$ cat config.mk
export PLATFORM = sky130hd
export DESIGN_NAME = port_arbiter
export DESIGN_NICKNAME = d
export VERILOG_FILES = /design/src/rtl/switch_pkg.sv /design/src/rtl/port_arbiter_rr_picker.sv /design/src/rtl/port_arbiter.sv
export SDC_FILE = /design/constraint.sdc
export NUM_CORES = 1
export LEC_CHECK = 0
export CAP_MARGIN = 30
export CORE_MARGIN = 4
export CORE_UTILIZATION = 45
export CTS_CLUSTER_SIZE = 20
export DETAILED_ROUTE_END_ITERATION = 8
export GPL_TIMING_DRIVEN = 1
export PLACE_DENSITY_LB_ADDON = 0.12
export SLEW_MARGIN = 20
export SYNTH_ARGS = -nofsm -noshare
export SYNTH_HDL_FRONTEND = slang
export SYNTH_SLANG_ARGS = --single-unit
$ cat constraint.sdc
create_clock -name clk -period 3.2 [get_ports clk]
set_input_delay 0.64 -clock clk [delete_from_list [all_inputs] [get_ports clk]]
set_output_delay 0.64 -clock clk [all_outputs]
set_load 0.03 [all_outputs]
$ cat src/rtl/switch_pkg.sv
// switch_pkg: shared types and constants for the switch output-port logic
package switch_pkg;
    typedef enum logic [1:0] {IDLE, GRANT, RELEASE} arb_state_t;
    localparam logic [7:0] SOF_BYTE = 8'hFF;
    localparam int DEF_W_WIDTH = 8;
endpackage

$ cat src/rtl/port_arbiter_rr_picker.sv
// rr_picker: rotating-priority encoder, first set req bit at or after ptr
module rr_picker #(
    parameter int N_IN = 4,
    localparam int PW = $clog2(N_IN)
) (
    input  logic [N_IN-1:0] req,
    input  logic [PW-1:0]   ptr,
    output logic            valid,
    output logic [N_IN-1:0] win,
    output logic [PW-1:0]   win_idx
);
    // Scan from the farthest slot down so the closest set bit to ptr is kept last
    always_comb begin
        valid = 1'b0;
        win_idx = '0;
        for (int k = N_IN - 1; k >= 0; k--) begin
            if (req[(int'(ptr) + k) % N_IN]) begin
                valid = 1'b1;
                win_idx = PW'((int'(ptr) + k) % N_IN);
            end
        end
        win = valid ? (N_IN'(1) << win_idx) : '0;
    end
endmodule

$ cat src/rtl/port_arbiter.sv
// port_arbiter: per-packet round-robin owner of one output FIFO write port; PORT_ARB_STATS_EN adds drop_cnt
module port_arbiter
    import switch_pkg::*;
#(
    parameter int N_IN    = 4,
    parameter int W_WIDTH = DEF_W_WIDTH,
    parameter int MAX_LEN = 64
) (
    input  logic                    clk,
    input  logic                    rst_n,
    input  logic [N_IN-1:0]         req,
    input  logic [N_IN*W_WIDTH-1:0] data_in,
    input  logic                    fifo_full,
    output logic [N_IN-1:0]         busy,
    output logic [N_IN-1:0]         grant,
    output logic                    fifo_wr_en,
    output logic [W_WIDTH-1:0]      fifo_data,
    output logic                    timeout_err
`ifdef PORT_ARB_STATS_EN
    ,
    output logic [15:0]             drop_cnt
`endif
);
    localparam int PW = $clog2(N_IN);
    localparam int LW = $clog2(MAX_LEN + 1);

    arb_state_t         state, state_d;
    logic [PW-1:0]      ptr, ptr_d, owner, owner_d, owner_nx, win_idx;
    logic [LW-1:0]      len, len_d;
    logic [N_IN-1:0]    busy_d, grant_d, win;
    logic [W_WIDTH-1:0] data_d;
    logic               wr_d, to_d, win_valid, at_max;

    rr_picker #(.N_IN(N_IN)) u_pick (
        .req    (req),
        .ptr    (ptr),
        .valid  (win_valid),
        .win    (win),
        .win_idx(win_idx)
    );

    assign owner_nx = (owner == PW'(N_IN - 1)) ? '0 : owner + 1'b1;
    assign at_max   = len == LW'(MAX_LEN);

    // Next-state and next-output logic; every output is registered below
    always_comb begin
        state_d = state;
        ptr_d   = ptr;
        owner_d = owner;
        len_d   = len;
        busy_d  = busy;
        grant_d = grant;
        data_d  = fifo_data;
        wr_d    = 1'b0;
        to_d    = 1'b0;
        case (state)
            IDLE: begin
                busy_d = {N_IN{fifo_full}};
                if (win_valid && !fifo_full) begin
                    grant_d = win;
                    busy_d  = ~win;
                    wr_d    = 1'b1;
                    data_d  = data_in[int'(win_idx) * W_WIDTH +: W_WIDTH];
                    len_d   = LW'(1);
                    owner_d = win_idx;
                    state_d = GRANT;
                end
            end
            GRANT: begin
                if (!req[owner]) begin
                    ptr_d   = owner_nx;
                    state_d = RELEASE;
                end else if (fifo_full || at_max) begin
                    busy_d[owner] = 1'b1;
                    to_d    = !fifo_full;
                    ptr_d   = owner_nx;
                    state_d = RELEASE;
                end else begin
                    wr_d   = 1'b1;
                    data_d = data_in[int'(owner) * W_WIDTH +: W_WIDTH];
                    len_d  = len + 1'b1;
                end
            end
            default: begin
                grant_d = '0;
                busy_d  = '1;
                len_d   = '0;
                state_d = IDLE;
            end
        endcase
    end

    // State and output registers, cleared asynchronously so no partial packet survives reset
    always_ff @(posedge clk or negedge rst_n) begin
        if (!rst_n) begin
            state       <= IDLE;
            ptr         <= '0;
            owner       <= '0;
            len         <= '0;
            busy        <= '0;
            grant       <= '0;
            fifo_wr_en  <= 1'b0;
            fifo_data   <= '0;
            timeout_err <= 1'b0;
        end else begin
            state       <= state_d;
            ptr         <= ptr_d;
            owner       <= owner_d;
            len         <= len_d;
            busy        <= busy_d;
            grant       <= grant_d;
            fifo_wr_en  <= wr_d;
            fifo_data   <= data_d;
            timeout_err <= to_d;
        end
    end

`ifdef PORT_ARB_STATS_EN
    logic drop;
    assign drop = (state == GRANT) && req[owner] && (fifo_full || at_max);

    // Saturating count of fifo_full aborts and length timeouts
    always_ff @(posedge clk or negedge rst_n) begin
        if (!rst_n) drop_cnt <= '0;
        else if (drop && drop_cnt != 16'hFFFF) drop_cnt <= drop_cnt + 16'd1;
    end
`endif
endmodule

# ---- Word level (Yosys, flattened, before mapping)
# Cells that the tools add are included.
dict set report word_totals {
  register_bits 31
  in_bits 39
  out_inout_bits 18
}
dict set report classes {
  n_mux 52
  n_eq_ne 9
  bitwise_logic 6
  n_addsub 5
  n_reduce_logical 16
  n_lt_le_gt_ge 6
  n_shift 3
}
# op n
set ops {}
lappend ops {{32-bit by 6-bit indexed part select with 8-bit output} 2}
lappend ops {{8-bit two-way mux} 3}
lappend ops {{7-bit two-way mux} 3}
lappend ops {{2-bit two-way mux} 10}
lappend ops {{4-bit two-way mux} 5}
lappend ops {{1-bit two-way mux} 19}
lappend ops {{4-bit one-hot mux with 2 select lines} 2}
lappend ops {{8-bit one-hot mux with 2 select lines} 1}
lappend ops {{7-bit one-hot mux with 2 select lines} 1}
lappend ops {{3-bit by 4-bit < comparator with 1-bit output (second input constant)} 3}
lappend ops {{1-bit binary-select mux with 2-bit select} 5}
lappend ops {{2-bit AND reduction} 5}
lappend ops {{2-bit != test (second input constant)} 4}
lappend ops {{7-bit by 1-bit adder with 7-bit output (second input constant)} 1}
lappend ops {{7-bit equality test (second input constant)} 1}
lappend ops {{2-bit by 3-bit < comparator with 1-bit output (second input constant)} 2}
lappend ops {{2-bit OR reduction} 3}
lappend ops {{2-bit by 1-bit adder with 2-bit output (second input constant)} 2}
lappend ops {{2-bit adder (second input constant)} 2}
lappend ops {{4-bit NOT} 1}
lappend ops {{4-bit OR} 1}
lappend ops {{2-bit one-hot mux with 2 select lines} 1}
lappend ops {{4-bit AND reduction} 1}
lappend ops {{1-bit by 2-bit << shifter with 4-bit output (first input constant)} 1}
lappend ops {{15 further kinds} 18}

# ---- Depth between registers and ports, before layout
# Gate-level depths: netlist of run 1.
dict set report logic_depth {
  ltp_word 15
  depth_mapped 9
  ltp_nobuf 8
}

# ---- Hierarchy
# From an unflattened synthesis of run 1, not the netlist that was laid out.
dict set report hier_totals {
  cells_unflattened 182
  area_unflattened_um2 1925.6
}
# module instances cells_per_inst area_each_um2
set by_module_without_submodules {}
lappend by_module_without_submodules {port_arbiter 1 153 1742.9}
lappend by_module_without_submodules {rr_picker 1 29 182.7}

# ---- Worst setup path after synthesis of run 1
# No wires, ideal clock.
dict set report synth_timing {
  path_type {input to register}
  startpoint {in req[2]}
  endpoint {reg fifo_data[7]}
  stages 7
  required_time_ps 3106
  arrival_time_ps 2008
  slack_ps 1098
  path_cell_list {or4_4 nand2_1 o31a_4 inv_2 and2_1 buf_6 a211oi_1}
}
dict set report synth_via {
  elab_chain_cells 10
  elab_cells_between_ends 28
}
# element line
set synth_lines {}
lappend synth_lines {{start: declaration} port_arbiter.sv:11} ;# input logic [N_IN-1:0] req,
lappend synth_lines {{1-bit binary-select mux with 2-bit select} port_arbiter_rr_picker.sv:17} ;# if (req[(int'(ptr) + k) % N_IN]) begin
lappend synth_lines {{1-bit two-way mux (implied by the code) (2 in series)} port_arbiter_rr_picker.sv:17}
lappend synth_lines {{2-bit two-way mux / 1-bit two-way mux (equally long branches) (4 in series)} port_arbiter_rr_picker.sv:17}
lappend synth_lines {{32-bit by 6-bit indexed part select with 8-bit output / 1-bit logical AND (equally long branches)} {port_arbiter.sv:63, port_arbiter.sv:59}}
lappend synth_lines {{8-bit two-way mux / 2-bit != test (equally long branches)} n/a}
lappend synth_lines {{8-bit one-hot mux with 2 select lines / 4-bit AND reduction (equally long branches)} n/a}
lappend synth_lines {{end signal: assignment} port_arbiter.sv:113} ;# fifo_data <= data_d;
lappend synth_lines {{end: declaration} port_arbiter.sv:17} ;# output logic [W_WIDTH-1:0] fifo_data,
# Several ways; a longest one is shown, not always the timed one. The select of a mux whose other input is x is not followed.
# A chain may end at the register's enable or synchronous reset.

# ---- Final worst setup path of run 1
dict set report layout_timing {
  startpoint {in req[1]}
  endpoint {reg fifo_data[5]}
}
# The elaborated chain is that of the path after synthesis.

==> flow_summary.yaml, run 1 <==
timing:
  min_period_over_period_pct: 85.4
  rsz0062_at_grt: "false"
  maxSlewViolCount: 0
  period_minus_slack_ns: 2.73
  setup-tns-final_ns: 0
  hold_viol: 0
  maxSlewHeadroom_pct: 46.0
  finalSetupViolCount: 0
  clock.fmax_mhz: 366
  worst_pin_slew_ns: 0.810
  clock-skew-final_ns: 0.0115
logic_synthesis:
  syn_avg_cell_area_um2: 9.81
  synth_top_area_share_pct: 42.5
  yosysWarnings: 0
  synth_area_mm2: 0.00182
  synth_area_leader_cell: "dfrtp_1"
  synth_fp_nets: 231
  synthFlopType: "dfrtp_1"
  synth_seq_cells: 31
  synthCells: 186
  synth_async_sr_flop_share_pct: 100
  synth_edf_count: 0
  synth_cell_types: 45
  yosys-top-cells-area: "dfrtp_1 (43%), mux2i_1 (4.4%), a211oi_1 (4.1%)"
  ys_seq_area_share_pct: 42.5
power:
  leakage_nw: 1.04
  p_clk_share_pct: 17.4
  vdd.ir_drop.worst_mv: 0.501
  p_int_mw: 1.30
  switching_power_mw: 1.00
  power_mw: 2.30
  seqPwrFrac_pct: 29.2
  p_per_area_mw_per_mm2: 910
  p_sw_share_pct: 43.6
  p_comb_share_pct: 53.4
routing:
  first_pass_iters: 4
  vias: 1707
  drc: 0
  wl_per_cell_um: 16.5
  vias_per_cell: 5.85
  wirelength_um: 4830
  ant_nets: 0
  drt-initial-drc-count: 75
cells_and_area:
  fin_nets: 288
  final_common_cell: "clkdlybuf4s50_1"
  area_delta_synth_final_pct: 38.7
  post_route_cells_drive_above_1_share_pct: 8.20
  diodes: 0
  layout_common_cells: "clkdlybuf4s50_1 (56), dfrtp_1 (31), nor2_1 (17), nand2_1 (15), a21oi_1 (15)"
  post-route-cell-area_mm2: 0.00253
grt:
  grt_use_total_pct: 19.7
  antenna_found_initial: 0
  grt_max_degree: 32
  grt_pass1_vias: 1721
  grt_pass1_wl_um: 7950
  grt-ovfl-total: 0
worst_setup_path:
  critPathMaxStageDelay_ns: 0.67
  startpoint_type: "input port"
  r2r-end: "fifo_data[2]$_DFFE_PN0P_"
  worstPathRequired_ns: 3.39
  slowest_stage: "o21ai_2"
  critPathCaptureType: "register"
  path_class: "in2reg"
  r2r_start: "state[1]$_DFFE_PN0P_"
  crit_family: "compound AO/OA/AOI/OAI gates"
  critPathMaxFanout: 16
  crit_chain: "clkdlybuf4s50_1 > a21boi_0 > o221ai_1 > o21ai_2 > a2111oi_0 > a211oi_1"
  r2r_slack_ns: 0.84
  critPathBufInv: 1
  cp.arrival_ns: 2.92
  reg2reg_depth: 5
clock_network:
  path_clk_slew_ns: 0.08
  htree_levels: 2
  numCtsBuffers: 5
  clock-root-buffer: "clkbuf_8"
  post_cts_buffers: 0
  clock_sinks: 31
  ctsResizeCount: 0
  cts_tree: "yes"
  clock_path_buffers: 2
  ctsHoldBuffers: 0
  clk_latency_ns: 0.29
min_path:
  min_to: "grant[0]$_DFFE_PN0P_"
  holdCritPathClass: "reg2reg"
  min-delay-start: "grant[0]$_DFFE_PN0P_"
  worstHoldPathCells: 1
die:
  die_width_um: 71.7
  coreArea_mm2: 0.00380
  rows: 22
  start_util_pct: 48.0
  io_pins: 57
  die_y_um: 71.7
  dieArea_mm2: 0.00514
placement:
  gp_congestion: 0.937
  portBuffers: 56
  placed_area_mm2: 0.00241
  place_hpwl_um: 3690
job:
  maxCapViolations: 0
status:
  status: "completed"
-- power by group through the flow --
stage          logic (mW)  registers, mW  clock network (mW)
2_1_floorplan       0.672          0.829                   0
3_3_place_gp         1.20          0.666                   0
3_5_place_dp         1.23          0.675                   0
4_1_cts              1.23          0.670               0.405
5_1_grt              1.35          0.693               0.423
6_report             1.23          0.671               0.401
-- state kept, by name (all words and copies together) (netlist names) --
signal       count
fifo_wr_en       1
ptr              2
owner            2
timeout_err      1
state            2
fifo_data        8
len              7
busy             4
grant            4
-- synth_stat cells, types with 2 or more instances --
cell type  count
dfrtp_1       31
nor2_1        17
a21oi_1       15
nand2_1       15
a211oi_1      10
a2111oi_0      8
inv_1          8
mux2i_1        8
ha_1           6
o21ai_0        6
a22o_1         5
a311oi_1       4
and2_1         4
a21o_1         3
clkbuf_1       3
mux2_2         3
nand2b_1       3
nor2b_1        3
or3_1          3
a21boi_0       2
buf_2          2
buf_4          2
o211ai_1       2
xnor2_1        2
-- final cells by class --
| cell class | count | area (µm²) |
|---|---|---|
| clock inverter | 2 | 35.0 |
| clock buffer | 6 | 82.6 |
| tap | 48 | 60.1 |
| inverter | 9 | 33.8 |
| multi-input combinational | 138 | 967 |
| fill | 299 | 1270 |
| timing repair buffer | 58 | 576 |
| sequential | 31 | 776 |
-- worst register-to-register path, delay by kind of cell, from the launching register on --
kind,cells,cell delay [ns]
AO/OA/AOI/OAI,2,0.71
flip-flops,1,0.41
AND/OR/NAND/NOR,3,1.11
-- routing by layer --
metal / global-route usage, % / part of all wire [%] / vias up
li1: - / - / 812
met1: 24.0 / 42 / 831
met2: 33.3 / 50 / 57
met3: 5.75 / 6.5 / 7
met4: 6.89 / 1.3 / 0
met5: 0 / 0 / -
-- kinds of logic (layout without fill, tap and decap cells) --
| family | count (synthesis) | after routing | synth area share [%] |
|---|---|---|---|
| AOI/OAI and AO/OA | 64 | 64 | 25.7 |
| xor gates and xnor gates | 2 | 2 | 0.960 |
| adders and majority gates | 6 | 6 | 4.12 |
| buffers and inverters | 17 | 75 | 4.46 |
| DFF | 31 | 31 | 42.5 |
| muxes | 12 | 12 | 7.48 |
| and+or+nand+nor | 54 | 54 | 14.8 |
-- how the worst max path moves through the flow --
stage | startpoint | end | slack, ns | depth (start not counted)
final | req[1] | fifo_data[5]$_DFFE_PN0P_ | 0.47 | 6
after global routing | req[1] | fifo_data[5]$_DFFE_PN0P_ | 0.21 | 6
after CTS | req[1] | fifo_data[5]$_DFFE_PN0P_ | 0.49 | 6
after detailed placement | req[1] | fifo_data[5]$_DFFE_PN0P_ | 0.17 | 6
after global placement | req[3] | fifo_data[7]$_DFFE_PN0P_ | 0.34 | 7
after floorplan | req[2] | fifo_data[7]$_DFFE_PN0P_ | 1.10 | 7
-- per-stage QoR --
step,util (%),cells,hold slack (ns),setup slack [ns]
global placement,63.5,284,0.490,0.338
CTS,66.6,292,0.505,0.488
finish,66.6,292,0.504,0.467
detailed placement,63.5,284,0.489,0.171
floorplan,-,186,0.344,1.10
global route,66.6,292,0.533,0.213
Power figures use the tool's default switching activity.
==> inputs of run 2 (changes only) <==
--- a/config.mk
+++ b/config.mk
@@ -6,7 +6,6 @@
 export NUM_CORES = 1
 export LEC_CHECK = 0
 export CAP_MARGIN = 30
-export CORE_MARGIN = 4
 export CORE_UTILIZATION = 45
 export CTS_CLUSTER_SIZE = 20
 export DETAILED_ROUTE_END_ITERATION = 8
==> run 2 against run 1 <==
Combinational power barely moved. Critical path type unchanged. Register-to-register slack improved by 0.15 ns. Non-clock buffer count rose by 1. Cell count did not move.
==> flow_summary.yaml, run 2 (same netlist as run 1, synthesis figures left out) <==
status:
  status: "completed"
die:
  die_width_um: 65.7
  coreArea_mm2: 0.00377
  dieArea_mm2: 0.00431
  io_pins: 57
  rows: 22
  start_util_pct: 48.4
  die_y_um: 65.7
job:
  maxCapViolations: 0
grt:
  grt_max_degree: 32
  gr-max-usage-layer: "met2"
  grt.met3_usage_pct: 6.60
  met1_usage_pct: 28.9
  grt_use_total_pct: 22.5
  grt_pass1_vias: 1581
  globalRouteMet2Util_pct: 36.7
  grt-ovfl-total: 0
  grt_pass1_wl_um: 7250
  antenna_found_initial: 0
clock_network:
  htree_levels: 2
  ctsResizeCount: 0
  path_clk_slew_ns: 0.06
  clock_sinks: 31
  ctsHoldBuffers: 0
  cts_tree: "yes"
  post_cts_buffers: 0
  clk_latency_ns: 0.29
  clock_path_buffers: 2
  numCtsBuffers: 5
  clock-root-buffer: "clkbuf_8"
cells_and_area:
  reg.largest.list: "fifo_data: 8 flops, len: 7 flops"
  largest_reg_flops: 8
  regMostFlops: "fifo_data"
  layout_common_cells: "clkdlybuf4s50_1 (56), dfrtp_1 (31), nor2_1 (17), nand2_1 (15), a21oi_1 (15)"
  area_delta_synth_final_pct: 37.4
  post_route_cells_drive_above_1_share_pct: 8.20
  diodes: 0
  fin_nets: 289
  instances_no_fill: 292
  final_common_cell: "clkdlybuf4s50_1"
  nFillCells: 323
placement:
  placed_cells: 285
  portBuffers: 56
  gp_congestion: 0.796
  post-place-ws_ns: 0.337
  place_hpwl_um: 3380
worst_setup_path:
  critPathMaxFanout: 11
  critPathBufInv: 2
  r2r_slack_ns: 0.99
  crit_chain: "clkdlybuf4s50_1 > mux4_2 > nand2_1 > o31a_4 > inv_2 > and2_1 > a211oi_1"
  startpoint_type: "input port"
  path_class: "in2reg"
  cp.arrival_ns: 2.71
  slowest_stage: "clkdlybuf4s50_1"
  r2r_start: "state[1]$_DFFE_PN0P_"
  critPathCaptureType: "register"
  critPathMaxStageDelay_ns: 0.58
  crit_family: "buffers and inverters"
  reg2reg_depth: 5
  r2r-end: "fifo_data[6]$_DFFE_PN0P_"
  worstPathRequired_ns: 3.35
min_path:
  min_to: "grant[1]$_DFFE_PN0P_"
  holdCritPathClass: "reg2reg"
  min-delay-start: "grant[1]$_DFFE_PN0P_"
  worstHoldPathCells: 1
timing:
  worst_pin_slew_ns: 0.616
  setup_slack_ns: 0.643
  period_minus_slack_ns: 2.56
  hold_viol: 0
  rsz0062_at_grt: "false"
  maxSlewHeadroom_pct: 58.9
  finalSetupViolCount: 0
  min_period_over_period_pct: 79.9
  maxSlewViolCount: 0
  setup-tns-final_ns: 0
  clock-skew-final_ns: 0.00703
  clock.fmax_mhz: 391
routing:
  ant_nets: 0
  drc: 0
  vias_per_cell: 5.71
  wl_per_cell_um: 15.0
  vias: 1667
  wirelength_um: 4370
  drt-initial-drc-count: 101
  first_pass_iters: 4
power:
  seqPwrFrac_pct: 30.6
  vdd.ir_drop.worst_mv: 0.452
  p_comb_share_pct: 55.3
  p_int_mw: 1.22
  p_sw_share_pct: 44.3
  p_clk_share_pct: 14.1
  p_per_area_mw_per_mm2: 876
  leakage_nw: 1.03
  power_mw: 2.20
  switching_power_mw: 0.973
run 2: cell types whose count changed in the layout (fill, tap and decap cells not counted), sizes merged:
cell / previous run / this run
buf: 2 / 3
bufinv: 1 / 0
run 2: cell type report:
| cell class | count | area (µm²) | area share [%] |
|---|---|---|---|
| Clock buffer | 6 | 82.6 | 3.29 |
| Sequential cell | 31 | 776 | 30.9 |
| Tap cell | 48 | 60.1 | 2.40 |
| Timing Repair Buffer | 59 | 583 | 23.3 |
| Inverter | 9 | 33.8 | 1.35 |
| Multi-Input combinational cell | 138 | 967 | 38.6 |
| Clock inverter | 1 | 5.00 | 0.200 |
run 2: per-stage QoR:
step	instance area [µm²]	util, %	hold WS [ns]
floorplan	1820	-	0.344
global placement	2420	64.2	0.490
detailed placement	2420	64.2	0.490
CTS	2510	66.5	0.503
global route	2510	66.5	0.518
finish	2510	66.5	0.502
run 2: metal layers:
layer / wire length, µm / share of wire [%]
met1: 1990 / 46
met3: 226 / 5.2
met4: 45 / 1.0
met5: 0 / 0
met2: 2110 / 48
run 2: worst max path at each step:
stage / start / endpoint / slack [ns] / cells past startpoint
after detailed placement: req[3] / fifo_data[3]$_DFFE_PN0P_ / 0.34 / 7
final: req[3] / fifo_data[6]$_DFFE_PN0P_ / 0.64 / 7
after global placement: req[1] / fifo_data[2]$_DFFE_PN0P_ / 0.38 / 7
after CTS: req[3] / fifo_data[6]$_DFFE_PN0P_ / 0.65 / 7
after global routing: req[3] / fifo_data[3]$_DFFE_PN0P_ / 0.52 / 7
after floorplan: req[2] / fifo_data[7]$_DFFE_PN0P_ / 1.10 / 7
run 2: power by group through the flow:
stage | sequential [mW] | clock, mW | combinational, mW
detailed placement | 0.679 | 0 | 1.22
floorplan | 0.829 | 0 | 0.672
global route | 0.693 | 0.337 | 1.32
global placement | 0.676 | 0 | 1.20
CTS | 0.674 | 0.315 | 1.22
finish | 0.673 | 0.311 | 1.21
